==> config.mk <==
export PLATFORM = sky130hd
export DESIGN_NAME = div_iter_flat
export DESIGN_NICKNAME = d
export VERILOG_FILES = /design/src/rtl/div_iter_pkg.sv /design/src/rtl/div_iter_if.sv /design/src/rtl/div_step.sv /design/src/rtl/div_iter.sv /design/src/flat_wrapper.sv
export SDC_FILE = /design/constraint.sdc
export NUM_CORES = 1
export LEC_CHECK = 0
export ABC_AREA = 1
export CORE_AREA = 2 2 161 179
export DETAILED_ROUTE_END_ITERATION = 10
export DIE_AREA = 0 0 163 181
export DONT_BUFFER_PORTS = 1
export GPL_TIMING_DRIVEN = 0
export PLACE_DENSITY_LB_ADDON = 0.25
export SETUP_SLACK_MARGIN = 0.1
export SLEW_MARGIN = 20
export SYNTH_ARGS = -nofsm -noshare
export SYNTH_HDL_FRONTEND = slang
export SYNTH_SLANG_ARGS = --single-unit
export TNS_END_PERCENT = 20
==> constraint.sdc <==
create_clock -name clk -period 14.2 [get_ports clk]
set_input_delay 2.84 -clock clk [delete_from_list [all_inputs] [get_ports clk]]
set_output_delay 2.84 -clock clk [all_outputs]
set_load 0.05 [all_outputs]
==> src/rtl/div_iter_pkg.sv <==
// Shared types and handshake constants for the iterative divider.
package div_iter_pkg;
  typedef enum logic [1:0] {
    DIV_FREE    = 2'b00,
    DIV_BY_ZERO = 2'b01,
    DIV_ON      = 2'b10,
    DIV_END     = 2'b11
  } div_state_e;

  localparam logic DIV_RESULT_READY     = 1'b1;
  localparam logic DIV_RESULT_NOT_READY = 1'b0;
  localparam logic DIV_START            = 1'b1;
  localparam logic DIV_STOP             = 1'b0;
endpackage

==> src/rtl/div_iter_if.sv <==
// EX <-> divider request/response bundle.
interface div_iter_if #(
  parameter int WIDTH = 32
);
  logic               signed_div;
  logic [WIDTH-1:0]   opdata1;
  logic [WIDTH-1:0]   opdata2;
  logic               start;
  logic               annul;
  logic [2*WIDTH-1:0] result;
  logic               ready;
  logic               busy;

  modport master (
    output signed_div, opdata1, opdata2, start, annul,
    input  result, ready, busy
  );

  modport slave (
    input  signed_div, opdata1, opdata2, start, annul,
    output result, ready, busy
  );
endinterface

==> src/rtl/div_step.sv <==
// One restoring division step: shift in a dividend bit, trial-subtract the divisor.
module div_step #(
  parameter int WIDTH = 32
) (
  input  logic [WIDTH-1:0] rem_in,
  input  logic             bit_in,
  input  logic [WIDTH-1:0] divisor,
  output logic [WIDTH-1:0] rem_out,
  output logic             q
);
  logic [WIDTH:0] shifted;
  logic [WIDTH:0] trial;

  // rem_in < divisor, so bit WIDTH of the trial difference is a reliable borrow flag
  assign shifted = {rem_in, bit_in};
  assign trial   = shifted - {1'b0, divisor};
  assign q       = ~trial[WIDTH];
  assign rem_out = q ? trial[WIDTH-1:0] : shifted[WIDTH-1:0];
endmodule

==> src/rtl/div_iter.sv <==
// Multi-cycle signed/unsigned restoring divider; result = {remainder, quotient}.
module div_iter
  import div_iter_pkg::*;
#(
  parameter int WIDTH          = 32,
  parameter int BITS_PER_CYCLE = 1
) (
  input logic       clk,
  input logic       rst,
  div_iter_if.slave bus
);
  localparam int STEPS = WIDTH / BITS_PER_CYCLE;
  localparam int CNT_W = $clog2(STEPS + 1);
  localparam logic [CNT_W-1:0] CNT_LAST = CNT_W'(STEPS);

  div_state_e         state, state_n;
  logic [CNT_W-1:0]   cnt, cnt_n;
  logic [WIDTH-1:0]   rem, rem_n, dvd, dvd_n, dvsr, dvsr_n;
  logic               neg_quo, neg_quo_n, neg_rem, neg_rem_n;
  logic [2*WIDTH-1:0] result, result_n;
  logic               ready, ready_n;
  logic [WIDTH-1:0]   rem_step, dvd_step, fin_quo, fin_rem;

  // dvd shifts left each step; freed LSBs collect the quotient bits
  for (genvar k = 0; k < BITS_PER_CYCLE; k++) begin : g_step
    logic [WIDTH-1:0] r_in, d_in, r_out, d_out;
    logic             q;
    if (k == 0) begin : g_first
      assign r_in = rem;
      assign d_in = dvd;
    end else begin : g_next
      assign r_in = g_step[k-1].r_out;
      assign d_in = g_step[k-1].d_out;
    end
    div_step #(.WIDTH(WIDTH)) u_step (
      .rem_in (r_in),
      .bit_in (d_in[WIDTH-1]),
      .divisor(dvsr),
      .rem_out(r_out),
      .q      (q)
    );
    assign d_out = {d_in[WIDTH-2:0], q};
  end

  assign rem_step = g_step[BITS_PER_CYCLE-1].r_out;
  assign dvd_step = g_step[BITS_PER_CYCLE-1].d_out;
  assign fin_quo  = neg_quo ? -dvd : dvd;
  assign fin_rem  = neg_rem ? -rem : rem;

  always_comb begin
    state_n   = state;
    cnt_n     = cnt;
    rem_n     = rem;
    dvd_n     = dvd;
    dvsr_n    = dvsr;
    neg_quo_n = neg_quo;
    neg_rem_n = neg_rem;
    result_n  = result;
    ready_n   = ready;
    unique case (state)
      DIV_FREE: begin
        if (bus.start == DIV_START && !bus.annul) begin
          if (bus.opdata2 == '0) begin
            state_n = DIV_BY_ZERO;
          end else begin
            state_n   = DIV_ON;
            cnt_n     = '0;
            rem_n     = '0;
            dvd_n     = (bus.signed_div && bus.opdata1[WIDTH-1]) ? -bus.opdata1 : bus.opdata1;
            dvsr_n    = (bus.signed_div && bus.opdata2[WIDTH-1]) ? -bus.opdata2 : bus.opdata2;
            neg_quo_n = bus.signed_div && (bus.opdata1[WIDTH-1] ^ bus.opdata2[WIDTH-1]);
            neg_rem_n = bus.signed_div && bus.opdata1[WIDTH-1];
          end
        end
      end
      DIV_BY_ZERO: begin
        state_n  = DIV_END;
        result_n = '0;
        ready_n  = DIV_RESULT_READY;
      end
      DIV_ON: begin
        if (bus.annul) begin
          state_n  = DIV_FREE;
          result_n = '0;
          ready_n  = DIV_RESULT_NOT_READY;
        end else if (cnt != CNT_LAST) begin
          rem_n = rem_step;
          dvd_n = dvd_step;
          cnt_n = cnt + CNT_W'(1);
        end else begin
          state_n  = DIV_END;
          result_n = {fin_rem, fin_quo};
          ready_n  = DIV_RESULT_READY;
        end
      end
      DIV_END: begin
        if (bus.start == DIV_STOP) begin
          state_n  = DIV_FREE;
          result_n = '0;
          ready_n  = DIV_RESULT_NOT_READY;
        end
      end
      default: state_n = DIV_FREE;
    endcase
  end

  always_ff @(posedge clk or posedge rst) begin
    if (rst) begin
      state   <= DIV_FREE;
      cnt     <= '0;
      rem     <= '0;
      dvd     <= '0;
      dvsr    <= '0;
      neg_quo <= 1'b0;
      neg_rem <= 1'b0;
      result  <= '0;
      ready   <= DIV_RESULT_NOT_READY;
    end else begin
      state   <= state_n;
      cnt     <= cnt_n;
      rem     <= rem_n;
      dvd     <= dvd_n;
      dvsr    <= dvsr_n;
      neg_quo <= neg_quo_n;
      neg_rem <= neg_rem_n;
      result  <= result_n;
      ready   <= ready_n;
    end
  end

  assign bus.result = result;
  assign bus.ready  = ready;
  assign bus.busy   = (state == DIV_BY_ZERO) || (state == DIV_ON);
endmodule

==> src/flat_wrapper.sv <==
// flat-port wrapper written by rule: the top's interface ports become plain ports
module div_iter_flat import div_iter_pkg::*;
#(
  parameter int WIDTH          = 32,
  parameter int BITS_PER_CYCLE = 1
)
  (clk, rst, bus_signed_div, bus_opdata1, bus_opdata2, bus_start, bus_annul, bus_result, bus_ready, bus_busy);
  div_iter_if #(.WIDTH(WIDTH)) bus_i ();
  input logic clk;
  input logic rst;
  input wire logic [$bits(bus_i.signed_div)-1:0] bus_signed_div;
  input wire logic [$bits(bus_i.opdata1)-1:0] bus_opdata1;
  input wire logic [$bits(bus_i.opdata2)-1:0] bus_opdata2;
  input wire logic [$bits(bus_i.start)-1:0] bus_start;
  input wire logic [$bits(bus_i.annul)-1:0] bus_annul;
  output wire logic [$bits(bus_i.result)-1:0] bus_result;
  output wire logic [$bits(bus_i.ready)-1:0] bus_ready;
  output wire logic [$bits(bus_i.busy)-1:0] bus_busy;
  assign bus_i.signed_div = bus_signed_div;
  assign bus_i.opdata1 = bus_opdata1;
  assign bus_i.opdata2 = bus_opdata2;
  assign bus_i.start = bus_start;
  assign bus_i.annul = bus_annul;
  assign bus_result = bus_i.result;
  assign bus_ready = bus_i.ready;
  assign bus_busy = bus_i.busy;
  div_iter #(.WIDTH(WIDTH), .BITS_PER_CYCLE(BITS_PER_CYCLE)) u_core (.clk(clk), .rst(rst), .bus(bus_i));
endmodule
After elaboration in Yosys (flattened, before gate mapping) --
Index checks and enable logic that the tools add are counted.
Word-level totals: bits in latches 0, register bits 171, bits in writable memories 0, input port bits 69, output and inout port bits 66, memories kept 0, memory bits (read-only) 0
Cells by class: shift operators 0, divide/modulo/power cells 0, add/sub/neg operators 6, eq/ne operators 10, order comparisons 0, muxes and demuxes 34, bitwise operators 3, reductions and logical operators 14, $mul 0
Operators by type and width (count):
- $mux W32 | 13
- $mux W64 | 3
- $pmux W64 S3 | 1
- $neg A32 Y32 | 4
- $pmux W32 S2 | 2
- $sub A33 B32 Y33 | 1
- $logic_not A32 Y1 | 1
- $mux W6 | 4
- $pmux W6 S2 | 1
- $mux W2 | 5
- $reduce_and A3 Y1 | 3
- $pmux W2 S4 | 1
- $add A6 B1 Y6 const B | 1
- $ne A2 B2 Y1 const B | 3
- $ne A6 B6 Y1 const B | 1
- $reduce_and A5 Y1 | 1
- $eq A2 B2 Y1 const B | 2
- $logic_and A1 B1 Y1 | 4
- $ne A2 B1 Y1 const B | 2
- $mux W1 | 3
- $ne A3 B3 Y1 const B | 1
- $pmux W1 S3 | 1
- $reduce_bool A3 Y1 | 1
- $eq A2 B1 Y1 const B | 1
- other kinds (6) | 7

Longest topological paths before layout --
depth after elaboration 5, gate-level depth with buffers 18, depth with buffers taken out 17

Hierarchy --
Synthesis repeated with hierarchy kept, for this count alone.
Unflattened totals: cell total of the unflattened synthesis 2282, area, all modules 13868.3 µm²
Modules (own cells, without submodules):
- div_iter | instances 1, area an instance 10717.8 µm², cells an instance 1602
- div_step | instances 1, area an instance 3150.5 µm², cells an instance 680

Worst setup path before layout --
Ideal clock, no wire load.
kind input to register, start input bus_opdata2[0], end register u_core.rem[13], in the netlist u_core.g_step[0].r_in[13], setup slack 9881 ps, library setup time 117 ps, buffers on the path 2, cell stages on the path 13, arrival time 4203 ps, cell sequence inv_1 ha_1 nand3_1 nor2_4 nand2_1 nor2_2 nand2_1 nand4_4 nor2_2 buf_6 buf_6 nand3_2 nand2_1
On the way: longest elaborated chain between the ends 3
RTL lines:
- start, declared | RTL line flat_wrapper.sv:13 | input wire logic [$bits(bus_i.opdata2)-1:0] bus_opdata2;
- $logic_not A32 Y1 | RTL line div_iter.sv:63 | if (bus.opdata2 == '0) begin
- $ne A2 B2 Y1 (no line)
- $reduce_and A5 Y1 (no line)
- end signal, assigned | RTL line div_iter.sv:121 | rem <= rem_n;
- end, declared | RTL line div_iter.sv:18 | logic [WIDTH-1:0] rem, rem_n, dvd, dvd_n, dvsr, dvsr_n;
No other way between the ends. A chain may end at the register's enable or synchronous reset.

Final worst setup path --
start input bus_opdata2[0], end register u_core.neg_rem
On the way: longest elaborated chain between the ends 3
RTL lines:
- $logic_not A32 Y1 | RTL line div_iter.sv:63
- $not A1 Y1 (no line)
- $reduce_and A3 Y1 (no line)
- end signal, assigned | RTL line div_iter.sv:125 | neg_rem <= neg_rem_n;
- end, declared | RTL line div_iter.sv:19 | logic neg_quo, neg_quo_n, neg_rem, neg_rem_n;
No other way between the ends.

==> flow_metrics.env <==
export IMPL_area_delta_synth_final_pct=8.28
export IMPL_rows=64
export IMPL_ys_seq_area_share_pct=31.3
export IMPL_netlist_top_cells_area="dfrtp_1 (31%), nand2_1 (20%), inv_1 (8.3%), nand3_1 (7.7%), nor2_1 (4.9%)"
export IMPL_multiInputGateArea_sq_um=7870
export IMPL_syn_nets=2254
export IMPL_finalHoldViolCount=0
export IMPL_routed_wl_microns=40700
export IMPL_clockRootBuffer="clkbuf_16"
export IMPL_worst_setup_hold_path_clk_slew_ns=0.07
export IMPL_drive_gt1_share_pct=7.54
export IMPL_crit_chain="inv_1 -> ha_1 -> nand3_1 -> nor2_4 -> nand2_1 -> o21ai_1 -> nor2_2 -> clkbuf_1 -> o21ai_0"
export IMPL_finalCoreUtilization_pct=53.7
export IMPL_cp_end_kind="flip-flop"
export IMPL_grt_overflow=0
export IMPL_grt_pass1_vias=12400
export IMPL_fmax_mhz=221
export IMPL_ios=135
export IMPL_hold_class="reg -> reg"
export IMPL_post_dp_cell_area_sq_um=14200
export IMPL_cts_tree="built"
export IMPL_max_stage_delay_ns=0.51
export IMPL_holdWs_ns=0.490
export IMPL_synth_async_sr_flop_share_pct=100
export IMPL_avgRoutedWirePerCell_microns=16.0
export IMPL_antenna_found_initial=0
export IMPL_ctsLongestPathBuffers=2
export IMPL_start_util_pct=49.6
export IMPL_n_fill_cell=2792
export IMPL_avgSynthCellArea_sq_um=6.39
export IMPL_gp_congestion=0.936
export IMPL_yosysMostFrequentCell="nand2_1"
export IMPL_grt_use_total_pct=27.9
export IMPL_p_total_mw=3.07
export IMPL_rrSetupSlack_ns=11.61
export IMPL_maxCapViolCount=0
export IMPL_clock_latency_ns=0.45
export IMPL_ys_ff_latch=171
export IMPL_synth_top_area_share_pct=31.3
export IMPL_p_comb_share_pct=50.0
export IMPL_synth_flop_cell="dfrtp_1"
export IMPL_synth_top_area_cell="dfrtp_1"
export IMPL_hpwl_microns=33100
export IMPL_fp_dieW_microns=163
export IMPL_diodes=0
export IMPL_vias_per_cell=5.31
export IMPL_dr_pass1_iters=5
export IMPL_synth_distinct_cells=49
export IMPL_fp_dieH_microns=181
export IMPL_cts_hold_buf=0
export IMPL_die_area_sq_um=29500
export IMPL_worst_pin_slew_ns=0.703
export IMPL_syn_area_sq_um=13700
export IMPL_power_leakage_nw=7.89
export IMPL_fin_ws_ns=9.68
export IMPL_cts_inserted_buffers=17
export IMPL_status="finished clean"
export IMPL_fin_nets=2275
export IMPL_synth_common_cells="nand2_1 (723), inv_1 (302), nand3_1 (210)"
export IMPL_grt_pass1_wl_microns=64800
export IMPL_dp_cells=2507
export IMPL_start_kind="primary input"
export IMPL_setup_viol=0
export IMPL_crit_slowest_cell="o21ai_0"
export IMPL_htree_levels=4
export IMPL_power_density_nw_per_um2=207
export IMPL_maxSlewViolCount=0
export IMPL_cts_resized=0
export IMPL_synthesis_instances=2142
export IMPL_drc_errors=0
export IMPL_drt_iter0_markers=1286
export IMPL_crit_required_ns=14.48
export IMPL_crit_path_max_fanout=10
export IMPL_worstSetupPathType="in -> reg"
export IMPL_switching_share_pct=54.4
export IMPL_cellInternalPower_mw=1.40
export IMPL_max_slew_margin_rel_pct=53.2
export IMPL_worst_ep_arrival_time_ns=4.80
export IMPL_instances_no_fill=2539
export IMPL_ir_drop_mv=0.108
export IMPL_clock_sinks=171
export IMPL_seqPwrFrac_pct=33.6
export IMPL_post_route_cell_area_sq_um=14800
export IMPL_rsz0062_at_grt="no"
export IMPL_clkPwrFrac_pct=16.4
export IMPL_rr_worst_depth=17
export IMPL_reg2reg_from="u_core.dvd[31]$_DFFE_PP0P_"
export IMPL_switching_power_mw=1.67
export IMPL_min_from="u_core.dvsr[10]$_DFFE_PP0P_"
export IMPL_fin_crit_sh_pct=31.9
export IMPL_synth_edf_count=0
export IMPL_dr_total_vias=13500
export IMPL_fin_skew_ns=0.0130
export IMPL_min_period_ns=4.52
export IMPL_core_area_sq_um=27600
export IMPL_min_to="u_core.dvsr[10]$_DFFE_PP0P_"
export IMPL_startpoint="bus_opdata2[0]"
export IMPL_setup_tns_ns=0
export IMPL_pre_cts_ws_ns=9.21
export IMPL_worstHoldPathCells=2
export IMPL_synth_warnings=0
export IMPL_post_cts_buffers=0
export IMPL_area_sequential_sq_um=4280
export IMPL_port_buffers=0
export IMPL_grt_max_degree=87
export IMPL_reg2reg_to="u_core.g_step[0].r_in[4]$_DFFE_PP0P_"
export IMPL_antenna_left=0
critical path: cells and delay by family:
family	cells	cell delay, ns
AOI/OAI and AO/OA	2	0.76
adders and majority gates	1	0.23
buffers and inverters	2	0.34
and+or+nand+nor	4	0.63
worst max-delay path by stage:
stage | to | slack, ns | depth (start not counted)
floorplan | u_core.bus.ready$_DFFE_PP0P_ | 6.73 | 1
global placement | u_core.dvsr[30]$_DFFE_PP0P_ | 4.94 | 1
detailed placement | u_core.neg_rem$_DFFE_PP0P_ | 9.21 | 9
CTS | u_core.neg_rem$_DFFE_PP0P_ | 9.67 | 9
global route | u_core.neg_rem$_DFFE_PP0P_ | 9.52 | 9
finish | u_core.neg_rem$_DFFE_PP0P_ | 9.68 | 9
layout make-up:
type | count | area share (%)
Tap cell | 363 | 3.06
Buffer | 59 | 2.39
Sequential cell | 171 | 28.9
Timing Repair Buffer | 2 | 0.371
Clock buffer | 17 | 2.87
Inverter | 317 | 8.09
Multi-Input combinational cell | 1595 | 53.1
Clock inverter | 15 | 1.29
logic make-up after synthesis:
family                   after synthesis  synth area share, %
AND/OR/NAND/NOR                     1238                 39.1
buffers and inverters                376                 11.3
AO/OA/AOI/OAI                        238                 9.52
XOR/XNOR                              76                 4.86
flip-flops                           171                 31.2
adder cells (fa/ha/maj)               43                 3.98
sequential cells by signal, indices dropped and copies added, names as in the netlist:
signal / flops
u_core.dvd: 32
u_core.state: 2
u_core.bus.ready: 1
u_core.neg_rem: 1
u_core.bus.result: 64
u_core.g_step.r_in: 32
u_core.dvsr: 32
u_core.cnt: 6
u_core.neg_quo: 1
power groups by stage:
stage	sequential [mW]	clock [mW]	combinational, mW
floorplan	0.978	0	1.15
CTS	1.03	0.505	1.52
finish	1.03	0.502	1.53
global placement	1.03	0	1.48
global route	1.05	0.529	1.72
detailed placement	1.04	0	1.51
layout by cell type, fill, tap and decap left out, drive strengths merged, types with 5 or more instances in the layout:
master  netlist  routed
nand2       756     756
inv         315     324
nand3       223     223
nor2        192     192
dfrtp       171     171
o21ai       151     151
a21oi        64      64
xor2         56      56
ha           42      42
clkbuf       24      41
buf          35      37
nor3         28      28
xnor2        20      20
nand4        20      20
o31ai        10      10
nand3b        8       8
or2           5       5
o21bai        5       5
clkinv        2       5
routing by layer:
metal	GRT usage [%]	vias to the layer above	wire [microns]
li1	-	6794	-
met1	41.2	6160	19100
met2	43.0	484	17800
met3	3.90	38	3100
met4	6.83	0	646
met5	0	-	0
(Power assumes the default switching activity.)
